--- config.mk ---
export PLATFORM = sky130hd
export DESIGN_NAME = shift_sequencer
export DESIGN_NICKNAME = d
export VERILOG_FILES = /design/src/rtl/shift_sequencer.sv
export SDC_FILE = /design/constraint.sdc
export NUM_CORES = 1
export LEC_CHECK = 0
export CAP_MARGIN = 5
export CORE_ASPECT_RATIO = 0.6
export CORE_MARGIN = 2
export CORE_UTILIZATION = 45
export CTS_CLUSTER_SIZE = 14
export DETAILED_ROUTE_END_ITERATION = 8
export PLACE_DENSITY_LB_ADDON = 0.15
export SLEW_MARGIN = 20
export SYNTH_ARGS = -nofsm -noshare
export SYNTH_HDL_FRONTEND = slang
export SYNTH_SLANG_ARGS = --single-unit
--- constraint.sdc ---
create_clock -name Clock -period 2.5 [get_ports Clock]
set_clock_uncertainty 0.2 [all_clocks]
set_input_delay 0.5 -clock Clock [delete_from_list [all_inputs] [get_ports Clock]]
set_output_delay 0.5 -clock Clock [all_outputs]
set_load 0.005 [all_outputs]
--- src/rtl/shift_sequencer.sv ---
// rtl/shift_sequencer.sv - command-driven sequencer for the 4-bit universal shift register
module shift_sequencer #(
    parameter int CW = 4
) (
    input  logic          Clock,
    input  logic          Reset,
    input  logic          CmdValid,
    output logic          CmdReady,
    input  logic [2:0]    CmdOp,
    input  logic [CW-1:0] CmdCount,
    input  logic          CmdLoad,
    input  logic [0:3]    CmdData,
    output logic [2:0]    S,
    output logic [0:3]    L,
    input  logic [0:3]    Q,
    output logic          Busy,
    output logic          Done,
    output logic [0:3]    Result
);

    typedef enum logic [2:0] {
        ST_IDLE,
        ST_LOAD,
        ST_SHIFT,
        ST_CAPTURE,
        ST_DONE
    } state_t;

    localparam logic [2:0] OP_HOLD = 3'b000;
    localparam logic [2:0] OP_LOAD = 3'b111;

    state_t        state_q, state_d;
    logic [2:0]    op_q, op_d;
    logic [CW-1:0] cnt_q, cnt_d;
    logic          load_q, load_d;
    logic [0:3]    data_q, data_d;
    logic [2:0]    s_q, s_d;
    logic [0:3]    l_q, l_d;
    logic          ready_q, ready_d;
    logic          busy_q, busy_d;
    logic          done_q, done_d;
    logic [0:3]    result_q, result_d;

    always_comb begin
        state_d  = state_q;
        op_d     = op_q;
        cnt_d    = cnt_q;
        load_d   = load_q;
        data_d   = data_q;
        result_d = result_q;

        case (state_q)
            ST_IDLE: begin
                if (CmdValid && ready_q) begin
                    op_d   = CmdOp;
                    cnt_d  = CmdCount;
                    load_d = CmdLoad;
                    data_d = CmdData;
                    if (CmdLoad)
                        state_d = ST_LOAD;
                    else if (CmdCount != '0 && CmdOp != OP_LOAD)
                        state_d = ST_SHIFT;
                    else
                        state_d = ST_CAPTURE;
                end
            end
            ST_LOAD: begin
                if (cnt_q != '0 && op_q != OP_LOAD)
                    state_d = ST_SHIFT;
                else
                    state_d = ST_CAPTURE;
            end
            ST_SHIFT: begin
                // Counter holds the number of SHIFT cycles still to run, including this one.
                cnt_d = cnt_q - CW'(1);
                if (cnt_q == CW'(1))
                    state_d = ST_CAPTURE;
            end
            ST_CAPTURE: begin
                result_d = Q;
                state_d  = ST_DONE;
            end
            ST_DONE: begin
                state_d = ST_IDLE;
            end
            default: begin
                state_d = ST_IDLE;
            end
        endcase

        // Outputs are registered from the next state so they line up with the state they describe.
        case (state_d)
            ST_LOAD:  s_d = OP_LOAD;
            ST_SHIFT: s_d = op_d;
            default:  s_d = OP_HOLD;
        endcase
        l_d     = (state_d == ST_LOAD && load_d) ? data_d : 4'b0000;
        ready_d = (state_d == ST_IDLE);
        busy_d  = (state_d != ST_IDLE);
        done_d  = (state_d == ST_DONE);
    end

    always_ff @(posedge Clock) begin
        if (Reset) begin
            state_q  <= ST_IDLE;
            op_q     <= '0;
            cnt_q    <= '0;
            load_q   <= 1'b0;
            data_q   <= '0;
            s_q      <= OP_HOLD;
            l_q      <= '0;
            ready_q  <= 1'b0;
            busy_q   <= 1'b0;
            done_q   <= 1'b0;
            result_q <= '0;
        end else begin
            state_q  <= state_d;
            op_q     <= op_d;
            cnt_q    <= cnt_d;
            load_q   <= load_d;
            data_q   <= data_d;
            s_q      <= s_d;
            l_q      <= l_d;
            ready_q  <= ready_d;
            busy_q   <= busy_d;
            done_q   <= done_d;
            result_q <= result_d;
        end
    end

    assign CmdReady = ready_q;
    assign S        = s_q;
    assign L        = l_q;
    assign Busy     = busy_q;
    assign Done     = done_q;
    assign Result   = result_q;

endmodule
# After elaboration in Yosys (flattened, before gate mapping)
# Index checks and enable logic that the tools add are counted.
# word_totals
ff_bits	29
latchBits	0
ramBits	0
mem_bits_ro	0
input_bits	19
output_inout_bits	14
n_memories	0
# classes
n_addsub	1
n_mul	0
div	0
order_cmp	0
n_eq_ne	10
n_shift	0
muxes	15
n_bitwise	1
reduce_logical	12
# ops
cell	n
two-way mux 3 bit	4
two-way mux 4 bit	3
case mux 3 bit (4 select lines)	1
== test 3 x 2 -> 1 bit (second input constant)	3
case mux 4 bit (2 select lines)	1
nonzero test 4 bit	2
== test 3 x 1 -> 1 bit (second input constant)	2
zero test 3 bit	2
!= test 3 bit (second input constant)	2
case mux 3 bit (2 select lines)	1
== test 4 x 1 -> 1 bit (second input constant)	1
logical AND 1 bit	4
two-way mux 1 bit	4
subtractor 4 x 1 -> 4 bit (second input constant)	1
== test 3 bit (second input constant)	1
nonzero test 3 bit	1
two-way mux 2 bit	1
!= test 2 bit (second input constant)	1
AND reduction 2 bit	1
nonzero test 2 bit	1
OR reduction 2 bit	1
inverter 1 bit	1

# Depth between registers and ports, before layout
# logic_depth
ltp_word	10
depth_mapped	6
mapped_depth_nobuf	6

# Worst setup path before layout
# Ideal clock, no wire load.
# synth_path
path_type	input to register
start	input port CmdCount[2]
end	register s_q[0], in the netlist S[0]
t_arrival_ns	1.614
setup_slack_ns	0.560
path_stages	4
n_path_buf	0
path_cell_list	or4_4 > a311oi_4 > and2_2 > o31ai_1
# synth_via
elab_chain_cells	8
word_cells_on_any_way	9
cone_classes	eq/ne (2); mux (5); reduce/logical (2)
# synth_rtl
element	line_no	text
start: declaration	10	input logic [CW-1:0] CmdCount,
nonzero test 4 bit (*)	61	else if (CmdCount != '0 && CmdOp != OP_LOAD)
logical AND 1 bit (*)	61	
two-way mux 1 bit (*)	61	
two-way mux 2 bit (*)	59	if (CmdLoad)
two-way mux 3 bit (*)	54	if (CmdValid && ready_q) begin
case mux 3 bit (4 select lines) (*)	52	case (state_q)
== test 3 x 2 -> 1 bit or == test 3 x 1 -> 1 bit (tied branches)	92	case (state_d)
case mux 3 bit (2 select lines) (*)	92	
end signal: assignment	110	s_q <= OP_HOLD;
end signal: assignment	122	s_q <= s_d;
end: declaration	37	logic [2:0] s_q, s_d;
# Mark *: on every way between the ends. The rest lies on a longest branch, timed or not.
# A chain may end at the register's enable or synchronous reset.

# Worst setup path in the final report
# layout_path
start	input port CmdCount[1]
end	register s_q[1], in the netlist S[1]
# Same word-level chain as after synthesis.

==> metrics <==
min Tclk post-route 2210 ps; FF-to-FF setup slack 440 ps; Final nets 170; Placed Cells 176; Initial Util 0.4676; Crit Path Category in2reg; area share of the largest cell type after synthesis 0.4854; Worst-path clk slew 90 ps; Post-Syn Instances 115; number of gates resized after CTS 0; Setup Fix Bufs, Post-CTS 0; largest net degree at the start of global routing 22; crit path max fanout 7; gr usage total 0.1861; CORE AREA 2470 um^2; ys async rst share 0; sequential cell area 560.5 um^2; Placer Congestion 0.9477; Port Buffers 32; Leakage 0.5955 nW; TritonCTS Buffers 3; #FFs+latches synth 28; Tcrit/Tclk final 0.8841; library cells used by synthesis 33; final hold vios 0; first-pass GRT wire length 4278 um; worst reg2reg path startpoint state_q[1]; routed wire length 2490 um; Synth Flop Type dfxtp_1; antenna violations before repair 0; CTS Hold Bufs 0; Die W 69.40 um; final core occ 0.6226; Tot Pwr 963.6 uW; worst-margin pin slew 435.9 ps; Die H 43.24 um; diode count 0; worst skew pair latency 270 ps; vias in the first global route 884; Worst Setup End Kind flop; multi-input logic area 545.5 um^2; Max rail drop VDD 0.4931 mV; Worst EP arrival 2200 ps; CTS root buffer clkbuf_8; CP Data Required Time 2480 ps; synth top area cells dfxtp_1 49%, mux2i_1 11%, nor2_1 7.8%; DP HPWL 1856 um; Crit path buffers/inverters 1; top-level I/O count 33; first-pass detailed-route iteration total 4; post-synthesis area per instance 10.04 um^2; worst hold path depth 2; via count 918; Syn Nets 136; fill count 220; H-tree levels 1; layout cells sized above 1 0.07483; WHS Endpoint data_q[2]; EDFF count, synth 0; area grow syn2layout 33.15%; slowest CP cell or4_4; Final Slew Violations 0; CP cell instances clkdlybuf4s50_1, or4_4, a311oi_4, nand4b_2, o31ai_1; critical path's top delay family simple AND/OR/NAND/NOR gates; grt ovf 0; Yosys top cell by area dfxtp_1; count of clock tree sinks 28; Max transition margin 0.7057; drc violations 0; crit start category primary input; row cnt 14; maxcap violations 0; highest clock rate 452.5 MHz; CTS tree done; worst reg2reg path endpoint S[0]; Clock Tree Buf Depth 2; antenna-violating nets left 0; Hold Path Class reg2reg; drt initial violations 43; Hold Crit Start data_q[2]; Post-synth top cells 28 x dfxtp_1, 24 x nor2_1, 13 x mux2i_1; P per Cell Area 626.6 nW/um^2; vias per std cell 5.128; run status complete, no violations; DR WL/cell 13.91 um; Seq/Total Area, Yosys 0.4854; Final setup viols 0; die area 3001 um^2; RSZ-0062 raised after global routing false; count leader, synth dfxtp_1; CP peak stage delay 540 ps; final std cells w/o fill 179; reg2reg path depth 4; Yosys Warn Count 0; Synth Cell Area 1155 um^2
## registers in the layout (all words and copies together), names as in the netlist
name / flops
Busy: 1
state_q: 3
L: 4
Result: 4
op_q: 3
cnt_q: 4
CmdReady: 1
Done: 1
S: 3
data_q: 4
## routing by layer
metal  vias to the layer above  GRT usage  wire, um
met1                       421     0.2577      1250
met4                         0    0.03529        10
li1                        467          -         -
met5                         -          0         0
met3                         2    0.06413       150
met2                        28     0.2846      1079
## how the worst max path moves through the flow
stage	end	startpoint	depth (start not counted)
2_1_floorplan	S[0]	CmdCount[2]	4
3_3_place_gp	L[0]	CmdCount[1]	5
3_5_place_dp	S[0]	CmdCount[1]	5
4_1_cts	S[1]	CmdCount[1]	5
5_1_grt	L[0]	CmdCount[2]	5
6_report	S[1]	CmdCount[1]	5
## metrics by stage
| stage | area [um^2] | setup slack [ps] | setup TNS [ps] | hold WS, ps |
|---|---|---|---|---|
| floorplan | 1155 | 560.2 | 0 | 255.7 |
| global placement | 1496 | 56.59 | 0 | 271.5 |
| detailed placement | 1496 | -13.76 | -20.68 | 277.3 |
| CTS | 1538 | 286.1 | 0 | 302.5 |
| global route | 1538 | 182.9 | 0 | 338.8 |
| finish | 1538 | 289.9 | 0 | 297.5 |
## tightest hold or removal path, cell delays in order (launching register included)
cell	delay, ps
dfxtp_1	320
mux2i_1	70
nor2_1	80
## placed cells by master (no fill, tap or decap), types with 2 or more instances in the layout
| cell type | netlist | final |
|---|---|---|
| a211oi_1 | 2 | 2 |
| a21oi_1 | 6 | 6 |
| buf_4 | 2 | 2 |
| clkbuf_8 | 0 | 3 |
| clkdlybuf4s50_1 | 0 | 32 |
| dfxtp_1 | 28 | 28 |
| ha_1 | 2 | 2 |
| inv_1 | 4 | 4 |
| mux2i_1 | 13 | 13 |
| nand2_1 | 3 | 3 |
| nand3_1 | 2 | 2 |
| nand3b_1 | 2 | 2 |
| nor2_1 | 24 | 24 |
| nor3_1 | 2 | 2 |
| o21ai_0 | 2 | 2 |
| o31ai_1 | 3 | 3 |
## cell families (layout without fill, tap and decap cells)
logic type	after synthesis	count (layout)	synth area share
and+or+nand+nor	43	43	0.2037
buffers and inverters	9	41	0.04225
AOI/OAI and AO/OA	20	20	0.1344
adders and majority gates	2	2	0.02167
muxes	13	13	0.1127
DFF	28	28	0.4854
## power breakdown
part           switching (mW)  total, mW  internal [mW]
sequential             0.0298      0.511          0.481
clock                   0.128      0.237          0.108
combinational           0.102      0.216          0.114
## cell type report
cell class	count	area share
inverter	4	0.009764
sequential	28	0.3645
tap	32	0.02604
multi-input combinational	78	0.3548
timing repair buffer	34	0.2181
clock buffer	3	0.02685
No activity file was read; power rests on OpenSTA's default activity.
